## src/rtl/flit_requester_pkg.sv

```systemverilog
// Shared NoC definitions for the flit requester: flit-id codes, requester FSM states, default length width.
// Declarations only; no latency or backpressure of its own.
package flit_requester_pkg;

    localparam int LEN_W_DEF = 12;

    localparam logic [2:0] FLIT_IDLE = 3'b000;
    localparam logic [2:0] FLIT_HEAD = 3'b001;
    localparam logic [2:0] FLIT_BODY = 3'b010;
    localparam logic [2:0] FLIT_TAIL = 3'b100;

    typedef enum logic [1:0] {
        REQ_IDLE = 2'd0,
        REQ_HEAD = 2'd1,
        REQ_BODY = 2'd2
    } req_state_t;

endpackage

```

## src/rtl/flit_requester.sv

```systemverilog
// Packetises an upstream beat stream into header/body/tail flits for a NoC arbiter; FLIT_REQ_LEN_CHECK_EN adds a sticky length check.
// One-cycle register latency; s_ready = !hv || grant, so a refill and a transfer can share a cycle.
module flit_requester
    import flit_requester_pkg::*;
#(
    parameter int DATA_W = 32,
    parameter int LEN_W  = LEN_W_DEF
) (
    input  logic              clk,
    input  logic              rst,
    input  logic              s_valid,
    output logic              s_ready,
    input  logic [DATA_W-1:0] s_data,
    input  logic              s_last,
    input  logic [LEN_W-1:0]  s_length,
    input  logic              grant,
    output logic              req,
    output logic [2:0]        flit_id,
    output logic [LEN_W-1:0]  length,
    output logic [DATA_W-1:0] flit_data,
    output logic              len_err
);

    req_state_t        r_state;
    req_state_t        w_state_nxt;
    logic              r_hv;
    logic              r_last;
    logic              r_en;
    logic [2:0]        r_id;
    logic [LEN_W-1:0]  r_len;
    logic [LEN_W-1:0]  r_cnt;
    logic [DATA_W-1:0] r_data;

    logic              w_xfer;
    logic              w_acc;
    logic              w_hdr;
    logic [LEN_W-1:0]  w_cnt_nxt;
    logic [2:0]        w_id_nxt;

    assign w_xfer  = r_hv && grant;
    assign s_ready = r_en && (!r_hv || grant);
    assign w_acc   = s_valid && s_ready;
    // r_last implies the presented flit closes its packet, so any beat accepted now opens a new one
    assign w_hdr   = (r_state == REQ_IDLE) || r_last;

    always_comb begin
        w_cnt_nxt = r_cnt;
        if (w_hdr) begin
            w_cnt_nxt = {{(LEN_W-1){1'b0}}, 1'b1};
        end else if (!(&r_cnt)) begin
            w_cnt_nxt = r_cnt + 1'b1;
        end
    end

    always_comb begin
        w_id_nxt = FLIT_BODY;
        if (w_hdr) begin
            w_id_nxt = FLIT_HEAD;
        end else if (s_last) begin
            w_id_nxt = FLIT_TAIL;
        end
    end

    always_comb begin
        w_state_nxt = r_state;
        if (w_acc) begin
            w_state_nxt = w_hdr ? REQ_HEAD : REQ_BODY;
        end else if (w_xfer && r_last) begin
            w_state_nxt = REQ_IDLE;
        end
    end

    always_ff @(posedge clk or negedge rst) begin
        if (!rst) begin
            r_state <= REQ_IDLE;
        end else begin
            r_state <= w_state_nxt;
        end
    end

    always_ff @(posedge clk or negedge rst) begin
        if (!rst) begin
            r_en   <= 1'b0;
            r_hv   <= 1'b0;
            r_last <= 1'b0;
            r_id   <= FLIT_IDLE;
            r_len  <= '0;
            r_cnt  <= '0;
            r_data <= '0;
        end else begin
            r_en <= 1'b1;
            if (w_acc) begin
                r_hv   <= 1'b1;
                r_last <= s_last;
                r_id   <= w_id_nxt;
                r_cnt  <= w_cnt_nxt;
                r_data <= s_data;
                if (w_hdr) begin
                    r_len <= s_length;
                end
            end else if (w_xfer) begin
                r_hv   <= 1'b0;
                r_last <= 1'b0;
                r_id   <= FLIT_IDLE;
            end
        end
    end

    assign req       = r_hv;
    assign flit_id   = r_hv ? r_id : FLIT_IDLE;
    assign length    = r_len;
    assign flit_data = r_data;

`ifdef FLIT_REQ_LEN_CHECK_EN
    logic             r_len_err;
    logic [LEN_W-1:0] w_len_ref;
    logic             w_mis;

    // a header carries its own length; later beats compare against the latched one
    assign w_len_ref = w_hdr ? s_length : r_len;
    assign w_mis     = w_acc && (s_last ? (w_cnt_nxt != w_len_ref) : (w_cnt_nxt == w_len_ref));

    always_ff @(posedge clk or negedge rst) begin
        if (!rst) begin
            r_len_err <= 1'b0;
        end else if (w_mis) begin
            r_len_err <= 1'b1;
        end
    end

    assign len_err = r_len_err;
`else
    assign len_err = 1'b0;
`endif

endmodule

```

## config.mk

```make
export PLATFORM = sky130hd
export DESIGN_NAME = flit_requester
export DESIGN_NICKNAME = d
export VERILOG_FILES = /design/src/rtl/flit_requester_pkg.sv /design/src/rtl/flit_requester.sv
export SDC_FILE = /design/constraint.sdc
export NUM_CORES = 1
export LEC_CHECK = 0
export ABC_AREA = 0
export CORE_MARGIN = 1.5
export CORE_UTILIZATION = 40
export CTS_CLUSTER_SIZE = 30
export DETAILED_ROUTE_END_ITERATION = 7
export DONT_BUFFER_PORTS = 1
export GPL_TIMING_DRIVEN = 0
export HOLD_SLACK_MARGIN = 0.03
export PLACE_DENSITY = 0.54
export SLEW_MARGIN = 15
export SYNTH_ARGS = -nofsm -noshare
export SYNTH_HDL_FRONTEND = slang
export SYNTH_SLANG_ARGS = --single-unit
```

## constraint.sdc

```tcl
create_clock -name clk -period 3 [get_ports clk]
set_input_delay 0.75 -clock clk [delete_from_list [all_inputs] [get_ports clk]]
set_output_delay 0.75 -clock clk [all_outputs]
set_load 0.01 [all_outputs]
```

==> qor.yml, run 1 <==
drtPass1Iterations: 3
clkPwrFrac_pct: 25.7
timing.rr.end: "length[7]"
synth_cells: 128
cts_buffer_depth: 2
cts_setup_buffers: 0
cts_tree: "yes"
multi_input_area_um2: 713
endpoint: "s_ready"
synth_cell_types: 23
syn_nets: 177
finish.instance_area_um2: 2250
netlist_area_um2: 2060
track_usage_pct: 12.9
crit_fanout: 9
fp.dieH_um: 74.8
synth_top_cells_by_area: "dfrtp_1 63%, mux2_2 19%, mux2_4 5.8%, buf_4 1.5%, and2_1 1.2%"
final_cells: 203
fillCellCount: 420
clk_pin_slew_ps: 90
rsz0062_at_grt: "false"
reg2reg_setup_slack_ps: 1300
layout.nets: 184
start_util_pct: 42.5
cts_made_buffers: 5
antenna_cells: 0
grt_overflow: 0
routed.top_layer: "met4"
area_growth_pct: 9.48
p_comb_share_pct: 14.7
cts_num_sinks: 52
p_per_area_nw_per_um2: 804
p_sw_mw: 0.500
wl_per_cell_um: 17.8
htreeDepth: 2
vias: 1052
synth_top_area_share_pct: 63.2
rr_startpoint: "req"
wirelength_um: 3610
seqPwrFrac_pct: 59.7
status: "finished, final reports clean"
fin_skew_ps: 8.67
grt_pass1_wl_um: 5310
grt_pass1_vias: 1153
ctsHoldBuffers: 0
seq_area_um2: 1300
via_per_inst: 5.18
hold_ws_ps: 142
ys_seq_area_share_pct: 63.2
ios: 99
slew_viol_final: 0
fmax_mhz: 513
drive_gt1_share_pct: 44.1
tns_ps: 0
vdd_ir_drop_max_v: 0.000329
wl_met1_um: 1350
cellInternalPower_mw: 1.31
grt_max_degree: 53
hp-class: "input port to asynchronous set/reset pin"
cp-end-kind: "primary output"
ff2ff_path_depth: 4
crit_required_ps: 2250
avgSynthCellArea_um2: 16.1
cts_resized: 0
cp.arrival_ps: 1200
max_cap_viol_count: 0
drc: 0
p_leak_nw: 0.976
dp_hpwl_um: 2570
wl_met3_um: 341
io_buffers: 0
place_area_um2: 2140
criticalPathCategory: "flop to primary output"
die_w_um: 74.8
yosys_register_bits: 52
fin_crit_ps: 1950
fp.dieArea_um2: 5590
cp-startpoint: "req"
cts-root-buf: "clkbuf_8"
yosysWarnings: 0
startpoint_type: "flop"
period_share_pct: 65.0
drt_iter0_drc: 18
route.met2.wl_um: 1860
ant_nets: 0
core_area_um2: 4850
setup_viol: 0
std_cell_rows: 25
p_sw_share_pct: 27.6
placedCellCount: 195
gp_congestion: 0.740
synth_top_cell_by_area: "dfrtp_1"
antenna_found_initial: 0
hold_viol_final: 0
clkLatencyLatePin_ps: 300
metal layers:
metal  GRT usage [%]  up-vias
li1                -      453
met3            6.16        6
met2            22.5       59
met4            4.85        0
met5               0        -
met1            13.5      534
critical path, cell delays in order, from the launching register on:
cell and delay, ps:
dfrtp_1 550, nand2b_1 140, and2_1 210
power by group through the flow:
stage	clock (mW)	combinational [mW]	sequential, mW
2_1_floorplan	0	0.241	1.06
3_3_place_gp	0	0.259	1.09
3_5_place_dp	0	0.270	1.10
4_1_cts	0.489	0.271	1.09
5_1_grt	0.516	0.288	1.11
6_report	0.465	0.266	1.08
stage by stage:
stage	worst slack, ps	util [%]	power, mW
2_1_floorplan	1170	-	1.30
3_3_place_gp	1110	44.2	1.35
3_5_place_dp	1070	44.2	1.37
4_1_cts	1030	46.5	1.84
5_1_grt	951	46.5	1.91
6_report	1050	46.5	1.81
area by class of cell:
type / instances / area share [%]
inverter: 1 / 0.166
clock inverter: 3 / 1.89
sequential: 52 / 57.7
buffer: 5 / 1.83
multi-input combinational: 70 / 31.6
clock buffer: 5 / 3.05
tap: 67 / 3.72
logic make-up after synthesis:
logic type	synth area share (%)
AO/OA/AOI/OAI	3.10
buffers and inverters	2.19
flip-flops	63.2
multiplexers	26.0
other	0.365
AND/OR/NAND/NOR	5.16
state kept, by name (all words and copies together), names as in the netlist:
name and count:
r_en 1, r_id 3, flit_data 32, req 1, r_state 2, r_last 1, length 12
worst min path at each step:
stage	startpoint	end
after global routing	rst	flit_data[17]
after floorplan	r_id[0]	r_id[0]
after detailed placement	rst	length[4]
after CTS	rst	r_state[1]
after global placement	rst	length[6]
final	rst	length[11]
cells in the mapped netlist (all sizes together):
cell type / count
buf: 5
mux2i: 1
and2b: 1
nand3: 2
a31o: 1
nor2b: 2
conb: 2
nand2: 4
o21ba: 1
nor2: 1
dfrtp: 52
nor3: 1
a21o: 1
mux2: 44
a32o: 2
nand2b: 1
o21a: 1
inv: 1
a221o: 1
and2: 4
layout by cell type (no fill, tap or decap), types with 2 or more instances in the layout:
cell	netlist	layout
dfrtp_1	52	52
mux2_2	34	34
mux2_4	8	8
clkbuf_8	0	5
and2_1	4	4
nand2_1	4	4
buf_4	4	4
mux2_1	2	2
nand3_1	2	2
a32o_1	2	2
nor2b_1	2	2
conb_1	2	2
No activity file was read; power rests on OpenSTA's default activity.
==> run 2, diff against run 1 <==
PLACE_DENSITY = 0.56   (was 0.54)
clock period = 1.72 ns   (was 3 ns; I/O delays follow)
==> run 2 against run 1 <==
  * Final cell count down 0.49%
  * Cell area down 0.17%
  * Power up 65%
  * Clock power up 29%
  * Critical path depth up 2
  * Die area unchanged
  * Sequential share of layout area up 0.15 points
  * Via count down 0.29%
  * First-iteration DRC count up 56%
  * Clock skew down 2.4 ps
  * Non-clock buffer count up 2
==> qor.yml, run 2 (synthesis gave the netlist of run 1 again) <==
cts-root-buf: "clkbuf_8"  # unchanged
cp-end-kind: "flop"  # was primary output
layout.nets: 186  # was 184
fin_skew_ps: 6.25  # was 8.67 ps
drtPass1Iterations: 3  # unchanged
fin_crit_ps: 1640
grt_max_degree: 53  # unchanged
slew_viol_final: 0  # unchanged
cts_tree: "yes"  # unchanged
grt_pass1_wl_um: 5380  # was 5310 µm
gp_congestion: 0.811  # was 0.740
antenna_found_initial: 0  # unchanged
hold_viol_final: 0  # unchanged
largest_register_ffs: 32  # unchanged
io_buffers: 0  # unchanged
criticalPathCategory: "flop to flop"  # was flop to primary output
wl_per_cell_um: 17.9  # was 17.8 µm
die_w_um: 74.8  # unchanged
startpoint_type: "flop"  # unchanged
fp.dieArea_um2: 5590  # unchanged
crit_required_ps: 1890  # was 2250 ps
grt_overflow: 0  # unchanged
fin_ws_ps: 82.1  # was 1050 ps
std_cell_rows: 25  # unchanged
area_growth_pct: 9.30  # was 9.48%
cts_num_sinks: 52  # unchanged
via_per_inst: 5.19  # was 5.18
cts_setup_buffers: 0  # unchanged
dp_hpwl_um: 2700  # was 2570 µm
tns_ps: 0  # unchanged
fp.dieH_um: 74.8  # unchanged
dp_slack_ps: 31.6  # was 1070 ps
crit_fanout: 10  # was 9
rsz0062_at_grt: "false"  # unchanged
drive_gt1_share_pct: 43.7  # was 44.1%
track_usage_pct: 12.9  # about the same
ant_nets: 0  # unchanged
hold_ws_ps: 269  # was 142 ps
wirelength_um: 3620  # was 3610 µm
max_cap_viol_count: 0  # unchanged
p_per_area_nw_per_um2: 1330  # was 804 nW/µm²
cts_made_buffers: 5  # unchanged
status: "finished, final reports clean"  # unchanged
core_area_um2: 4850  # unchanged
drt_iter0_drc: 28  # was 18
grt_pass1_vias: 1214  # was 1153
ios: 99  # unchanged
vias: 1049  # was 1052
hp-class: "input port to flop"  # was input port to asynchronous set/reset pin
drc: 0  # unchanged
clkLatencyLatePin_ps: 290  # was 300 ps
htreeDepth: 2  # unchanged
period_share_pct: 95.2
layout_common_cells: "51 x dfrtp_1, 34 x mux2_2, 8 x mux2_4"  # was 52 x dfrtp_1, 34 x mux2_2, 8 x mux2_4
p_leak_nw: 0.974  # was 0.976 nW
start_util_pct: 42.5  # unchanged
cts_buffer_depth: 2  # unchanged
mostFrequentLayoutCell: "dfrtp_1"  # unchanged
setup_viol: 0  # unchanged
fmax_mhz: 611
clk_pin_slew_ps: 80  # was 90 ps
cp.arrival_ps: 1810  # was 1200 ps
vdd_ir_drop_max_v: 0.000525  # was 0.000329 V
antenna_cells: 0  # unchanged
-- run 2: worst paths after layout --
check	startpoint	to	slack, ps	cells after the start
min in group asynchronous	rst	length[3]	650	2
setup / recovery	r_state[1]	length[4]	80	4
setup reg to reg	r_state[1]	length[4]	80	4
max in group asynchronous	rst	req	850	2
hold reg to reg	r_id[0]	r_id[0]	490	1
hold / removal	s_data[22]	flit_data[22]	270	1
-- run 2: metal layers --
layer	routed length, µm	global-route usage (%)	vias to the layer above
met4	48	6.06	0
met3	323	5.62	5
met2	1950	24.0	54
met5	0	0	-
met1	1300	11.9	534
li1	-	-	456
-- run 2: cell type report --
class                           count  area [µm²]
Timing Repair Buffer                2        37.5
Fill cell                         423        2600
Inverter                            1        3.75
Multi-Input combinational cell     70         713
Tap cell                           67        83.8
Clock buffer                        5        68.8
Buffer                              5        41.3
Sequential cell                    52        1300
-- run 2: stage by stage --
stage | area, µm² | total power, mW | util, % | std cells
final | 2250 | 2.99 | 46.4 | 202
after CTS | 2250 | 3.05 | 46.4 | 202
after global routing | 2250 | 3.15 | 46.4 | 202
after global placement | 2140 | 2.36 | 44.2 | 195
after detailed placement | 2140 | 2.39 | 44.2 | 195
after floorplan | 2060 | 2.27 | - | 128
-- run 2: report_power, final --
group / internal (mW) / switching (mW)
logic: 0.333 / 0.166
registers: 1.54 / 0.353
clock network: 0.263 / 0.337
total: 2.13 / 0.856
-- run 2: worst max-delay path, cell delays in order, from the launching register on --
cell and delay (ps):
dfrtp_1 410, o21ba_2 260, nor3_4 310, buf_6 220
mux2_4 320
-- run 2: timing repair --
action	in CTS	in global routing
gates resized for setup	0	1
hold buffers	2	0
setup endpoints to repair	0	35
hold endpoints to repair	52	0
